<file path="src/rtl/fifo_wr_arbiter.sv">
// Round-robin write-port arbiter: NUM_REQ producers share one FIFO write port, bursts of up to MAX_BURST beats.
// Latency: zero added on the data path (fifo_wr_en/fifo_data decoded combinationally from the registered grant).
// Backpressure: fifo_full holds the grant and stalls the beat counter; optional FIFO_ARB_STATS_EN adds per-producer beat counters.
module fifo_wr_arbiter #(
    parameter int DATA_WIDTH = 8,
    parameter int NUM_REQ    = 4,
    parameter int MAX_BURST  = 4,
    parameter int CNT_WIDTH  = 16
) (
    input  logic                            clk,
    input  logic                            rst,
    input  logic [NUM_REQ-1:0]              req,
    input  logic [NUM_REQ*DATA_WIDTH-1:0]   wr_data,
    output logic [NUM_REQ-1:0]              gnt,
    input  logic                            fifo_full,
    output logic                            fifo_wr_en,
    output logic [DATA_WIDTH-1:0]           fifo_data,
    output logic [NUM_REQ*CNT_WIDTH-1:0]    stat_cnt
);

    localparam int PW = $clog2(NUM_REQ);
    localparam int BW = $clog2(MAX_BURST + 1);

    typedef enum logic {IDLE, GRANT} state_t;

    state_t             state, state_nxt;
    logic [NUM_REQ-1:0] gnt_nxt;
    logic [PW-1:0]      ptr, ptr_nxt;
    logic [PW-1:0]      win, gidx, scan_idx;
    logic               win_vld;
    logic [BW-1:0]      beat_cnt, beat_nxt;
    logic               accept, burst_done, grant_end;

    // Binary index of the currently granted producer (grant is one-hot or zero).
    always_comb begin
        gidx = '0;
        for (int i = 0; i < NUM_REQ; i++) begin
            if (gnt[i]) gidx = PW'(i);
        end
    end

    assign accept     = (|(req & gnt)) & ~fifo_full;
    assign fifo_wr_en = accept;
    assign fifo_data  = (|gnt) ? wr_data[gidx*DATA_WIDTH +: DATA_WIDTH] : '0;

    // A burst holder still requesting is scanned last because ptr already points past it.
    assign burst_done = accept && (beat_cnt == BW'(MAX_BURST - 1));
    assign grant_end  = burst_done || !(|(req & gnt));

    // Round-robin scan of req starting at ptr, wrapping; first asserted request wins.
    always_comb begin
        win      = '0;
        win_vld  = 1'b0;
        scan_idx = '0;
        for (int k = 0; k < NUM_REQ; k++) begin
            scan_idx = PW'((int'(ptr) + k) % NUM_REQ);
            if (!win_vld && req[scan_idx]) begin
                win_vld = 1'b1;
                win     = scan_idx;
            end
        end
    end

    // Next-state, next-grant, pointer and burst-count decode.
    always_comb begin
        state_nxt = state;
        gnt_nxt   = gnt;
        ptr_nxt   = ptr;
        beat_nxt  = beat_cnt;
        case (state)
            IDLE: begin
                if (win_vld) begin
                    state_nxt = GRANT;
                    gnt_nxt   = NUM_REQ'(1) << win;
                    ptr_nxt   = (win == PW'(NUM_REQ - 1)) ? '0 : win + 1'b1;
                    beat_nxt  = '0;
                end
            end
            GRANT: begin
                if (grant_end) begin
                    beat_nxt = '0;
                    if (win_vld) begin
                        gnt_nxt = NUM_REQ'(1) << win;
                        ptr_nxt = (win == PW'(NUM_REQ - 1)) ? '0 : win + 1'b1;
                    end else begin
                        state_nxt = IDLE;
                        gnt_nxt   = '0;
                    end
                end else if (accept) begin
                    beat_nxt = beat_cnt + 1'b1;
                end
            end
            default: begin
                state_nxt = IDLE;
                gnt_nxt   = '0;
                beat_nxt  = '0;
            end
        endcase
    end

    // Arbitration state registers.
    always_ff @(posedge clk or posedge rst) begin
        if (rst) begin
            state    <= IDLE;
            gnt      <= '0;
            ptr      <= '0;
            beat_cnt <= '0;
        end else begin
            state    <= state_nxt;
            gnt      <= gnt_nxt;
            ptr      <= ptr_nxt;
            beat_cnt <= beat_nxt;
        end
    end

`ifdef FIFO_ARB_STATS_EN
    logic [NUM_REQ*CNT_WIDTH-1:0] stat_q;

    // Saturating per-producer accepted-beat counters.
    always_ff @(posedge clk or posedge rst) begin
        if (rst) begin
            stat_q <= '0;
        end else begin
            for (int i = 0; i < NUM_REQ; i++) begin
                if (accept && gnt[i] && (stat_q[i*CNT_WIDTH +: CNT_WIDTH] != {CNT_WIDTH{1'b1}}))
                    stat_q[i*CNT_WIDTH +: CNT_WIDTH] <= stat_q[i*CNT_WIDTH +: CNT_WIDTH] + 1'b1;
            end
        end
    end

    assign stat_cnt = stat_q;
`else
    assign stat_cnt = '0;
`endif

endmodule

</file>
<file path="config.mk">
export PLATFORM = sky130hd
export DESIGN_NAME = fifo_wr_arbiter
export DESIGN_NICKNAME = d
export VERILOG_FILES = /design/src/rtl/fifo_wr_arbiter.sv
export SDC_FILE = /design/constraint.sdc
export NUM_CORES = 1
export LEC_CHECK = 0
export ABC_CLOCK_PERIOD_IN_PS = 1600
export BUFFER_PORTS_ARGS = -buffer_cell sky130_fd_sc_hd__buf_2
export CAP_MARGIN = 0
export CORE_UTILIZATION = 36
export DETAILED_ROUTE_END_ITERATION = 10
export GPL_TIMING_DRIVEN = 1
export PLACE_DENSITY_LB_ADDON = 0.1
export SLEW_MARGIN = 40
export SYNTH_ARGS = -nofsm -noshare
export SYNTH_HDL_FRONTEND = slang
export SYNTH_SLANG_ARGS = --single-unit
</file>
<file path="constraint.sdc">
create_clock -name clk -period 1.6 [get_ports clk]
set_input_delay 0.16 -clock clk [delete_from_list [all_inputs] [get_ports clk]]
set_output_delay 0.16 -clock clk [all_outputs]
set_load 0.005 [all_outputs]
</file>
==> reports/results.txt <==
max-cap violations - 0
RSZ-0062 raised after global routing - yes
status - finished, violations left
Achievable Freq - 602 MHz
Syn Area/Cell - 8.59 um2
CTS tree - yes
Crit Path Max Fanout - 4
number of synthesized flops with an enable pin - 0
Worst Setup End Kind - output port
TNS Setup - -0.179 ns
Slew Viols, Final - 0
share of the synthesized area in the top cell type - 34.1%
final-report hold violation count - 0
Placed Cells incl. Taps - 265
worst path bufs/invs - 2
total power - 2.45 mW
Mapped Area - 1410 um2
met3 demand-to-capacity share in global routing - 2.64%
die width - 64.6 um
final core utilization - 46.9%
layout net count - 279
Placed Instance Area - 1520 um2
buffer levels on the longest clock path - 2
core area - 3720 um2
critical path required time - 1.44 ns
Crit path max-delay family - simple AND/OR/NAND/NOR gates
Clock transition at path regs - 0.05 ns
post-route insts no fill - 280
top post-synthesis cells by area - buf_4 (34%), dfrtp_1 (18%), ha_1 (5.3%), a221oi_1 (3.1%), nor2b_1 (3.1%)
Die ar. - 4170 um2
Distinct cells, synth - 35
clock latency on the worst-skew pair - 0.23 ns
GRT busiest layer - met2
biggest area consumer among synthesized cells - buf_4
DP HPWL - 2.49 mm
diode count - 0
Synth top cells by count - buf_4 (64), dfrtp_1 (10), inv_1 (7), nor2b_1 (7)
Max H-tree Level - 1
M1 GR Usage - 16.4%
Design Area, Final - 1740 um2
clock sinks - 10
worst min-delay path class - input pin to flip-flop
Final WS setup - -0.0614 ns
drt pass-1 iters - 4
Critical Path, Cell by Cell - buf_4, or3_4, a21oi_2, nor2_1, buf_2
vias in the first global route - 1,047
met2 GRT Util - 26.6%
Initial Util - 37.9%
Leakage - 0.938 nW
final worst path period need - 1.66 ns
vias post-DR - 1,229
clk_skew - 0.00299 ns
pre-CTS setup slack - -0.0192 ns
Port Buffers - 51
die extent in y - 64.6 um
Yosys warning count - 0
Critical Path AT - 1.50 ns
top-level I/O count - 116
clk root buf - clkbuf_8
Startpoint Class - flip-flop
VDD IR-drop max - 0.736 mV
final worst path period share - 104%
initial antenna violation count - 0
Seq/Total Area, Yosys - 17.8%
share of layout cells above drive strength 1 - 44.4%
hold_ws - 0.300 ns
Remaining DRCs - 0
pwr dens - 1410 nW/um2
Area growth, synth to finish - 23.7%
via density per instance - 4.39
Routed WL - 3.15 mm
Top FF cell, synth - dfrtp_1
critical path's largest stage delay - 0.42 ns
ys async rst share - 100%
first-pass GRT wire length - 4.65 mm
violated checks - setup timing
Layout fillers - 371
initial DRC count - 19
CP Class - flip-flop to output port
Final ANT Viol Nets - 0
num rows - 22
final setup fails - 3
Num CTS Buffers - 3
crit path max-delay cell type - dfrtp_2
gr ovfl total - 0
routed len/inst - 11.2 um
largest net degree at the start of global routing - 13
Yosys reg bits - 10
most common cell in the netlist - buf_4
Synth Instances - 164
gpl congestion - 0.813
Total Routing Usage GR - 14.2%
==> layout make-up <==
class / instances / area [um2] / area share (%)
Tap cell: 48 / 60.1 / 3.45
Inverter: 8 / 30.0 / 1.72
Multi-Input combinational cell: 141 / 938 / 53.8
Clock buffer: 3 / 41.3 / 2.37
Timing Repair Buffer: 70 / 419 / 24.0
Sequential cell: 10 / 254 / 14.6
==> cells by family (layout without fill, tap and decap cells) <==
logic type,after synthesis,after routing,synth area share [%]
buffers and inverters,76,81,37.3
flip-flops,10,10,17.8
AO/OA/AOI/OAI,39,39,24.3
other,1,64,0.266
multiplexers,3,3,2.84
AND/OR/NAND/NOR,29,29,12.2
adder cells (fa/ha/maj),6,6,5.33
==> timing repair <==
item | 4_1_cts | 5_1_grt
hold buffers | 1 | 0
hold endpoints to repair | 10 | 0
setup endpoints to repair | 9 | 14
pin swaps | 3 | 4
gates cloned | 0 | 0
buffers inserted | 8 | 3
resized for setup | 8 | 14
==> where the power goes <==
part,switching [mW],internal [mW]
clock,0.0872,0.164
sequential,0.0954,0.344
combinational,0.793,0.965
total,0.976,1.47
==> placed cells by master, fill, tap and decap left out, types with 3 or more instances in the layout <==
cell      instances
a22o_2            4
o31ai_1           4
dfrtp_1           7
a221o_1           3
conb_1           64
a221oi_1          3
nor2b_1           5
dfrtp_2           3
nor2_1            4
o21a_1            3
buf_6             5
buf_4            13
ha_1              6
a222oi_1          3
nand2b_1          3
nand2_1           6
inv_1             6
buf_2            51
a21oi_1           4
clkbuf_8          3
==> sequential cells by signal (all words and copies together), names as in the netlist <==
signal	flops
gnt	4
ptr	2
beat_cnt	3
state	1
==> worst min-delay path, cell delays in order <==
cell,delay (ns)
buf_2,0.18
nor4_4,0.07
inv_2,0.07
==> per-layer routing <==
| layer | up-vias | share of wire (%) |
|---|---|---|
| met5 | - | 0 |
| met4 | 0 | 0.38 |
| met3 | 2 | 5.7 |
| met2 | 57 | 54 |
| met1 | 585 | 40 |
| li1 | 585 | - |
==> worst paths after layout <==
path	from	endpoint	slack [ns]	cells past startpoint
min in group asynchronous	rst	gnt[3]$_DFFE_PP0P_	0.45	3
worst max-delay path	gnt[2]$_DFFE_PP0P_	fifo_data[0]	-0.06	5
max in group asynchronous	rst	ptr[1]$_DFFE_PP0P_	0.86	3
worst min register to register	beat_cnt[2]$_DFFE_PP0P_	beat_cnt[2]$_DFFE_PP0P_	0.50	2
worst min-delay path	req[0]	state$_DFF_PP0_	0.30	3
worst max register to register	ptr[1]$_DFFE_PP0P_	ptr[1]$_DFFE_PP0P_	0.03	6
No activity file was read; power rests on OpenSTA's default activity.
